==> src/rtl/dimm_cmd_responder.sv <==
// DIMM-side DDR5 command responder: decodes two-cycle ACT/RD/WR pairs and
// single-cycle PRE/REF, tracks 32 banks, flags protocol and timing errors,
// and returns read/write completions after fixed latencies.
module dimm_cmd_responder #(
    parameter int TRCD = 4,
    parameter int TRP  = 4,
    parameter int TCL  = 6,
    parameter int TCWD = 5,
    parameter int TRFC = 20
) (
    input  logic        clk,
    input  logic        rst_n,
    input  logic        cmd_valid,
    output logic        cmd_ready,
    input  logic [2:0]  cmd_op,
    input  logic [2:0]  cmd_bg,
    input  logic [1:0]  cmd_ba,
    input  logic [15:0] cmd_row,
    input  logic [5:0]  cmd_col,
    output logic        rd_done,
    output logic [2:0]  rd_bg,
    output logic [1:0]  rd_ba,
    output logic [5:0]  rd_col,
    output logic        wr_done,
    output logic [2:0]  wr_bg,
    output logic [1:0]  wr_ba,
    output logic [5:0]  wr_col,
    output logic [31:0] bank_open,
    output logic        err_valid,
    output logic [2:0]  err_code
);

    localparam logic [2:0] OP_ACT0 = 3'd0;
    localparam logic [2:0] OP_ACT1 = 3'd1;
    localparam logic [2:0] OP_RD0  = 3'd2;
    localparam logic [2:0] OP_RD1  = 3'd3;
    localparam logic [2:0] OP_WR0  = 3'd4;
    localparam logic [2:0] OP_WR1  = 3'd5;
    localparam logic [2:0] OP_PRE  = 3'd6;
    localparam logic [2:0] OP_REF  = 3'd7;

    // Timers are checked against zero on the cycle a command arrives, so a
    // load of N-1 makes the bank usable exactly N cycles after the load.
    localparam logic [7:0] TRCD_LOAD = 8'(TRCD - 1);
    localparam logic [7:0] TRP_LOAD  = 8'(TRP - 1);
    localparam logic [9:0] TRFC_LOAD = 10'(TRFC);

    typedef enum logic [2:0] {IDLE, EXP_ACT1, EXP_RD1, EXP_WR1, REFRESH} state_t;

    state_t              state_reg;
    logic                ready_reg;
    logic [9:0]          ref_cnt_reg;
    logic [2:0]          pend_bg_reg;
    logic [1:0]          pend_ba_reg;
    logic [15:0]         pend_row_reg;
    logic [5:0]          pend_col_reg;
    logic [31:0]         open_reg;
    logic [15:0]         row_reg [32];
    logic                err_valid_reg;
    logic [2:0]          err_code_reg;
    logic [TCL-1:0][11:0]  rd_line_reg;
    logic [TCWD-1:0][11:0] wr_line_reg;

    logic        accept;
    logic [4:0]  sel;
    logic [31:0] timer_zero;
    logic        same_bank;
    logic [2:0]  err_next;
    state_t      state_next;
    logic        latch_pend;
    logic        set_open;
    logic        clr_open;
    logic        load_timer;
    logic [7:0]  load_val;
    logic        push_rd;
    logic        push_wr;
    logic        start_ref;
    logic [11:0] rd_entry;
    logic [11:0] wr_entry;

    assign accept    = cmd_valid && ready_reg;
    assign sel       = {cmd_bg, cmd_ba};
    assign same_bank = (cmd_bg == pend_bg_reg) && (cmd_ba == pend_ba_reg);

    // Command decode: legality on first halves, state actions on second halves
    always_comb begin
        err_next   = 3'd0;
        state_next = state_reg;
        latch_pend = 1'b0;
        set_open   = 1'b0;
        clr_open   = 1'b0;
        load_timer = 1'b0;
        load_val   = TRP_LOAD;
        push_rd    = 1'b0;
        push_wr    = 1'b0;
        start_ref  = 1'b0;
        case (state_reg)
            IDLE: begin
                if (accept) begin
                    case (cmd_op)
                        OP_ACT0: begin
                            if (open_reg[sel])        err_next = 3'd2;
                            else if (!timer_zero[sel]) err_next = 3'd4;
                            else begin
                                state_next = EXP_ACT1;
                                latch_pend = 1'b1;
                            end
                        end
                        OP_RD0, OP_WR0: begin
                            if (!open_reg[sel])        err_next = 3'd3;
                            else if (!timer_zero[sel]) err_next = 3'd4;
                            else begin
                                state_next = (cmd_op == OP_RD0) ? EXP_RD1 : EXP_WR1;
                                latch_pend = 1'b1;
                            end
                        end
                        OP_PRE: begin
                            // A closed bank still in tRP keeps its running timer
                            clr_open   = 1'b1;
                            load_timer = open_reg[sel] || timer_zero[sel];
                            load_val   = TRP_LOAD;
                        end
                        OP_REF: begin
                            if ((|open_reg) || !(&timer_zero)) err_next = 3'd5;
                            else begin
                                start_ref  = 1'b1;
                                state_next = REFRESH;
                            end
                        end
                        default: err_next = 3'd1;
                    endcase
                end
            end
            EXP_ACT1: begin
                state_next = IDLE;
                if (accept && cmd_op == OP_ACT1 && same_bank && cmd_row == pend_row_reg) begin
                    set_open   = 1'b1;
                    load_timer = 1'b1;
                    load_val   = TRCD_LOAD;
                end else begin
                    err_next = 3'd1;
                end
            end
            EXP_RD1: begin
                state_next = IDLE;
                if (accept && cmd_op == OP_RD1 && same_bank && cmd_col == pend_col_reg)
                    push_rd = 1'b1;
                else
                    err_next = 3'd1;
            end
            EXP_WR1: begin
                state_next = IDLE;
                if (accept && cmd_op == OP_WR1 && same_bank && cmd_col == pend_col_reg)
                    push_wr = 1'b1;
                else
                    err_next = 3'd1;
            end
            default: state_next = REFRESH;
        endcase
    end

    // Decoder FSM, refresh window, open-bank bits and error pulse
    always_ff @(posedge clk) begin
        if (!rst_n) begin
            state_reg     <= IDLE;
            ready_reg     <= 1'b0;
            ref_cnt_reg   <= '0;
            pend_bg_reg   <= '0;
            pend_ba_reg   <= '0;
            pend_row_reg  <= '0;
            pend_col_reg  <= '0;
            open_reg      <= '0;
            err_valid_reg <= 1'b0;
            err_code_reg  <= 3'd0;
        end else begin
            err_valid_reg <= (err_next != 3'd0);
            err_code_reg  <= err_next;
            if (latch_pend) begin
                pend_bg_reg  <= cmd_bg;
                pend_ba_reg  <= cmd_ba;
                pend_row_reg <= cmd_row;
                pend_col_reg <= cmd_col;
            end
            if (set_open) open_reg[sel] <= 1'b1;
            if (clr_open) open_reg[sel] <= 1'b0;
            if (state_reg == REFRESH) begin
                if (ref_cnt_reg == 10'd1) begin
                    ready_reg <= 1'b1;
                    state_reg <= IDLE;
                end else begin
                    ref_cnt_reg <= ref_cnt_reg - 10'd1;
                end
            end else begin
                state_reg <= state_next;
                ready_reg <= !start_ref;
                if (start_ref) ref_cnt_reg <= TRFC_LOAD;
            end
        end
    end

    // Open-row storage, written when an activate completes
    always_ff @(posedge clk) begin
        if (set_open) row_reg[sel] <= cmd_row;
    end

    // Per-bank tRCD/tRP timers, saturating down-counters
    generate
        for (genvar gi = 0; gi < 32; gi++) begin : g_bank
            logic [7:0] timer_reg;
            always_ff @(posedge clk) begin
                if (!rst_n)
                    timer_reg <= 8'd0;
                else if (load_timer && sel == 5'(gi))
                    timer_reg <= load_val;
                else if (timer_reg != 8'd0)
                    timer_reg <= timer_reg - 8'd1;
            end
            assign timer_zero[gi] = (timer_reg == 8'd0);
        end
    endgenerate

    assign rd_entry = push_rd ? {1'b1, cmd_bg, cmd_ba, cmd_col} : 12'd0;
    assign wr_entry = push_wr ? {1'b1, cmd_bg, cmd_ba, cmd_col} : 12'd0;

    // Completion delay lines; they keep shifting through refresh
    always_ff @(posedge clk) begin
        if (!rst_n) begin
            rd_line_reg <= '0;
            wr_line_reg <= '0;
        end else begin
            rd_line_reg <= {rd_line_reg[TCL-2:0], rd_entry};
            wr_line_reg <= {wr_line_reg[TCWD-2:0], wr_entry};
        end
    end

    assign {rd_done, rd_bg, rd_ba, rd_col} = rd_line_reg[TCL-1];
    assign {wr_done, wr_bg, wr_ba, wr_col} = wr_line_reg[TCWD-1];
    assign cmd_ready = ready_reg;
    assign bank_open = open_reg;
    assign err_valid = err_valid_reg;
    assign err_code  = err_code_reg;

endmodule
==> config.mk <==
export PLATFORM = sky130hd
export DESIGN_NAME = dimm_cmd_responder
export DESIGN_NICKNAME = d
export VERILOG_FILES = /design/src/rtl/dimm_cmd_responder.sv
export SDC_FILE = /design/constraint.sdc
export NUM_CORES = 1
export LEC_CHECK = 0
export CORE_MARGIN = 8
export CORE_UTILIZATION = 55
export DETAILED_ROUTE_END_ITERATION = 8
export PLACE_DENSITY = 0.74
export SLEW_MARGIN = 20
export SYNTH_ARGS = -nofsm -noshare
export SYNTH_HDL_FRONTEND = slang
export SYNTH_SLANG_ARGS = --single-unit
==> constraint.sdc <==
create_clock -name clk -period 5.9 [get_ports clk]
set_input_delay 1.18 -clock clk [delete_from_list [all_inputs] [get_ports clk]]
set_output_delay 1.18 -clock clk [all_outputs]
set_load 0.02 [all_outputs]
Yosys cells after proc, flatten, opt, wreduce, memory -nomap -nowiden
Cells that the tools add are included.
W data, S select, Z words.
- add/sub/neg operators: 33
- $lt $le $gt $ge: 2
- eq/ne operators: 56
- mux-type cells: 123
- bitwise operators: 4
- reduce and logical (&&, ||, !) cells: 189
- operators with widths (operator ; number):
    $logic_not A8 Y1 ; 32
    $reduce_bool A8 Y1 ; 32
    $sub A8 B1 Y8 const B ; 32
    $mux W2 ; 64
    $mux W32 ; 3
    $eq A5 B5 Y1 const B ; 16
    $reduce_bool A2 Y1 ; 33
    $reduce_or A2 Y1 ; 33
    $logic_and A1 B1 Y1 ; 44
    $eq A5 B4 Y1 const B ; 8
    $mux W3 ; 13
    $and A32 B32 Y32 ; 1
    $not A32 Y32 ; 1
    $or A32 B32 Y32 ; 1
    $reduce_and A32 Y1 ; 1
    $reduce_or A32 Y1 ; 1
    $mux W10 ; 3
    $mux W1 ; 29
    $mux W12 ; 2
    $pmux W3 S4 ; 2
    $eq A5 B3 Y1 const B ; 4
    $ne A4 B4 Y1 const B ; 5
    $eq A16 B16 Y1 ; 1
    $eq A3 B3 Y1 const B ; 5
    other kinds (29) ; 41
- bits in registers: 465
- input port bits: 33
- output and inout bits: 61
- logic and storage cells: 494

Logic depth before layout (Yosys ltp)
- depth in word-level cells: 10
- depth in mapped cells: 14
- depth with buffers taken out: 10

Worst setup path before layout
Ideal clock, no wire load.
- path kind: input-to-reg
- from: input cmd_ba[1]
- to: register pend_col_reg[5]
- library setup time: 116 ps
- arrival: 3616 ps
- required time: 5784 ps
- setup slack: 2168 ps
- stages: 11
- buffers on the path: 3
- path through: buf_2 mux4_2 a22o_1 a211oi_1 or2_2 a211o_1 nor4b_2 buf_4 buf_8 mux2i_1 nor2b_1
- word-level cells in the longest chain between the ends: 7
- elaborated cells on any way between the ends: 10
- classes of those cells: mux: 10
- ends and longest elaborated chain (item ; line ; source):
    start, declared ; 17 ; input logic [1:0] cmd_ba,
    $bmux W1 S5 ; 103, 111 ;
    $mux W1 (implied by the code) ; 103, 111 ;
    $mux W1 ; 103, 111 ;
    $mux W1 (on tied branches) ; 110, 102 ;
    $pmux W1 S2 (*) ; 100 ; case (cmd_op)
    $mux W1 (*) ; 99 ; if (accept) begin
    $mux W1 (*) ; 97 ; case (state_reg)
    end signal, assigned ; 182 ; pend_col_reg <= cmd_col;
    end, declared ; 56 ; logic [5:0] pend_col_reg;
Every way passes the cells marked *; elsewhere a longest branch is shown, timed or not. The select of a mux whose other input is x is not followed.
A chain may end at the register's enable or synchronous reset.

Worst setup path after layout
- from: input cmd_op[2]
- to: register g_bank[31].timer_reg[5]
- word-level cells in the longest chain between the ends: 8
- elaborated cells on any way between the ends: 11
- classes of those cells: eq/ne: 2; mux: 4; reduce/logical: 5
- ends and longest elaborated chain (item ; line ; source):
    start, declared ; 15 ; input logic [2:0] cmd_op,
    $eq A3 B1 Y1 ; 136 ; if (accept && cmd_op == OP_ACT1 && same_bank && cmd_row == pend_row_reg) begin
    $logic_and A1 B1 Y1 (3 in a row) ; 136 ;
    $mux W1 ; 136 ;
    $pmux W1 S2 (*) ; 97 ;
    $logic_and A1 B1 Y1 (*) ; 213 ; else if (load_timer && sel == 5'(gi))
    $reduce_or A2 Y1 (no source line) (*) ; -- ;
    end signal, assigned ; 214 ; timer_reg <= load_val;
    end signal, assigned ; 216 ; timer_reg <= timer_reg - 8'd1;
    end, declared ; 209 ; logic [7:0] timer_reg;
Every way passes the cells marked *; elsewhere a longest branch is shown, timed or not.

==> summary.md <==
| Metric | Value |
|---|---|
| Critical Path Stages | `9` |
| Reg power frac | `0.376` |
| Routed wire per std cell | `16.3 um` |
| Number of global-route vias before repair | `roughly 16,000` |
| Ports | `94` |
| Clock-pin slew on the worst setup and hold paths | `60 ps` |
| Max reg flops | `256` |
| Diode count | `0` |
| CP bufs+invs | `2` |
| Endpoints failing setup | `0` |
| Multiplexer share of the synthesized area | `0.0246` |
| Hold WC Path Type | `flop to flop` |
| Period utilization | `0.766` |
| P&R area growth vs syn | `12.9%` |
| GR Overflow Total | `0` |
| Final number of hold-violating endpoints | `0` |
| Die Area | `44,100 sq um` |
| Post-synth EDFFs | `0` |
| Critical path class | `input pin to flop` |
| Slew Viols, Final | `0` |
| Worst r2r path cells | `9` |
| Pint | `between 0.007 and 0.008 W` |
| H-Tree Depth | `2` |
| Finished Layout Cells | `2,901` |
| Die width | `around 210 um` |
| Pin count of the biggest net entering global routing | `161` |
| Clk_lat worst skew | `600 ps` |
| YS warnings | `0` |
| Site Rows | `71` |
| Top FF cell, synth | `dfxtp_1` |
| Syn_nets | `2,410` |
| Psw | `0.00406 W` |
| Worst Hold Path Cells | `1` |
| Hold bufs inserted after CTS | `0` |
| Avg Inst Size Synth | `between 8 and 9 sq um` |
| Synth Area in Adders | `0.0308` |
| CORE AREA | `37,400 sq um` |
| Sequential-to-total area share from yosys stat | `0.450` |
| Post-Synth XOR/XNOR Area | `0.102` |
| Minimum clock period | `around 4500 ps` |
| Gr usage total | `0.211` |
| CP Capture Type | `flop` |
| Sw frac | `0.356` |
| CP delay by family, top | `simple AND/OR/NAND/NOR gates` |
| Final Util | `0.625` |
| Fillcell total | `3,099` |
| Initial Util | `0.553` |
| Post-CTS Setup Bufs | `0` |
| Synth Area in Simple Gates | `0.245` |
| Lkg Pwr | `between 9 and 10 nW` |
| Yosys cell types | `just under 70` |
| Cells after Synth | `2,326` |
| FF+latch count, synth | `465` |
| Layout cells sized above 1 | `0.0598` |
| Critical path's largest stage delay | `820 ps` |
| MaxCap Viol Count | `0` |
| Clk root buf | `clkbuf_16` |
| CP Data Required Time | `6370 ps` |
| Power per cell area | `slightly below 500 nW/um^2` |
| IO buf count | `93` |
| RSZ-0062 raised after global routing | `no` |
| Compound-cell area share of the yosys netlist | `0.100` |
| Sink Count | `465` |
| Most common cell after layout, fill and taps aside | `dfxtp_1` |
| Drt total wl | `47.3 mm` |
| Post-placement cell count | `2,813` |
| Initial antenna violation count | `1` |
| Crit-path cells | `clkdlybuf4s50_1 > nor3_1 > nand2_1 > or4b_2 > or4_1 > o21ai_2 > buf_4 > o21a_1 > nor3_1` |
| Total Nets Final | `2,435` |
| WP data arrival | `4980 ps` |
| Routed Antenna Nets | `0` |
| Combinational power share | `0.356` |
| Drt first pass iters | `5` |
| Skew final | `17.9 ps` |
| Max Clk Rate | `221 MHz` |
| Clk network pwr share | `0.269` |
| Commonest non-fill, non-tap cells in the layout | `dfxtp_1, nand2_1, nor2_1` |
| Status | `complete, no violations` |
| Worst path slowest cell | `or4_1` |
| Main combinational cell family by area after synthesis | `simple AND/OR/NAND/NOR gates` |
| Post-route setup TNS | `0 ps` |
| Max_slew headroom | `0.294` |
| CTS tree | `done` |
| Most frequent CP cell | `nor3_1` |
| PostCTS Resize Cnt | `0` |
| Vias | `16,200` |
| GP Congestion | `0.932` |
| Die height | `210 um` |
| Peak supply drop | `328 uV` |
| Max Root-Sink Buffers | `3` |
| Crit Path Max Fanout | `17` |
| Startpoint types | `input pin` |
| Synth Cell Area | `20,700 sq um` |
| Post-synthesis async set-or-reset flop share | `0` |
| Num CTS Buffers | `47` |
| Slew of the pin with the lowest slew margin | `roughly 1000 ps` |
| First-pass GRT wire length | `77.6 mm` |
| DR iter-0 viols | `1,310` |
| DR DRC count | `0` |
| Dpl hpwl | `32.9 mm` |
| Via/cell ratio | `around 5.6` |
per-layer routing:
layer	share of wire	GRT usage	up-vias	routed length [um]
li1	-	-	8002	-
met1	0.43	0.267	7548	20400
met2	0.45	0.342	474	21400
met3	0.073	0.0453	135	3470
met4	0.042	0.101	2	1990
met5	0.00025	0	-	12
area by class of cell:
cell class,instances,area (sq um),share of cell area
Clock inverter,20,297,0.0127
Multi-Input combinational cell,1652,10400,0.446
Inverter,74,278,0.0119
Tap cell,511,639,0.0274
Timing Repair Buffer,111,1090,0.0467
Sequential cell,465,9310,0.398
Clock buffer,68,1340,0.0571
Yosys cell counts (all sizes together) (14+ instances only):
cell | count | area, sq um
buf | 73 | 468
o221a | 14 | 158
nor4 | 77 | 488
nand3 | 63 | 315
mux2i | 34 | 340
o211ai | 31 | 233
dfxtp | 465 | 9310
a21oi | 134 | 671
or3 | 16 | 100
xor2 | 116 | 1020
nor2b | 32 | 200
nor3b | 17 | 128
inv | 73 | 274
nor2 | 168 | 631
o21a | 38 | 285
o31ai | 28 | 210
clkbuf | 62 | 233
nor3 | 166 | 842
o21ba | 14 | 140
o21ai | 14 | 70.1
xnor2 | 125 | 1090
nand2 | 266 | 998
nand4 | 15 | 93.8
and2 | 136 | 851
ha | 51 | 638
or4 | 14 | 105
worst reg2reg max path: stages (launching register included):
cell and delay (ps):
dfxtp_1 330, or4_1 560, or4b_1 730, o2111a_1 330, nor4_2 300, o22ai_1 270, nor3_4 600, or2_2 260
buf_12 340, a21oi_1 200
worst paths after layout:
path	start	to	slack, ps
setup / recovery	cmd_op[2]	g_bank[31].timer_reg[5]	1380
hold / removal	rd_line_reg[19]	rd_line_reg[31]	430
setup reg to reg	g_bank[3].timer_reg[2]	g_bank[20].timer_reg[4]	1840
hold reg to reg	rd_line_reg[19]	rd_line_reg[31]	430
through the flow:
stage / area (sq um) / total power [W] / hold slack [ps] / setup slack (ps)
after floorplan: 20700 / 0.00755 / 412 / 2170
final: 23400 / 0.0114 / 430 / 1380
after global routing: 23400 / 0.0123 / 442 / 1080
after global placement: 21700 / 0.00817 / 416 / 943
after detailed placement: 21700 / 0.00836 / 418 / 830
after CTS: 23400 / 0.0115 / 432 / 1440
kinds of logic (layout without fill, tap and decap cells):
logic type	Yosys count	count (layout)
AO/OA/AOI/OAI	309	309
buffers and inverters	209	273
multiplexers	42	42
AND/OR/NAND/NOR	1009	1009
flip-flops	465	465
XOR/XNOR	241	241
adder cells (fa/ha/maj)	51	51
power by group through the flow:
stage / logic, W / registers, W / clock network [W]
after floorplan: 0.00333 / 0.00422 / 0
after global placement: 0.00385 / 0.00431 / 0
after detailed placement: 0.00402 / 0.00434 / 0
after CTS: 0.00407 / 0.00428 / 0.00314
after global routing: 0.00461 / 0.00437 / 0.00328
final: 0.00406 / 0.00429 / 0.00307
(Power assumes the default switching activity.)
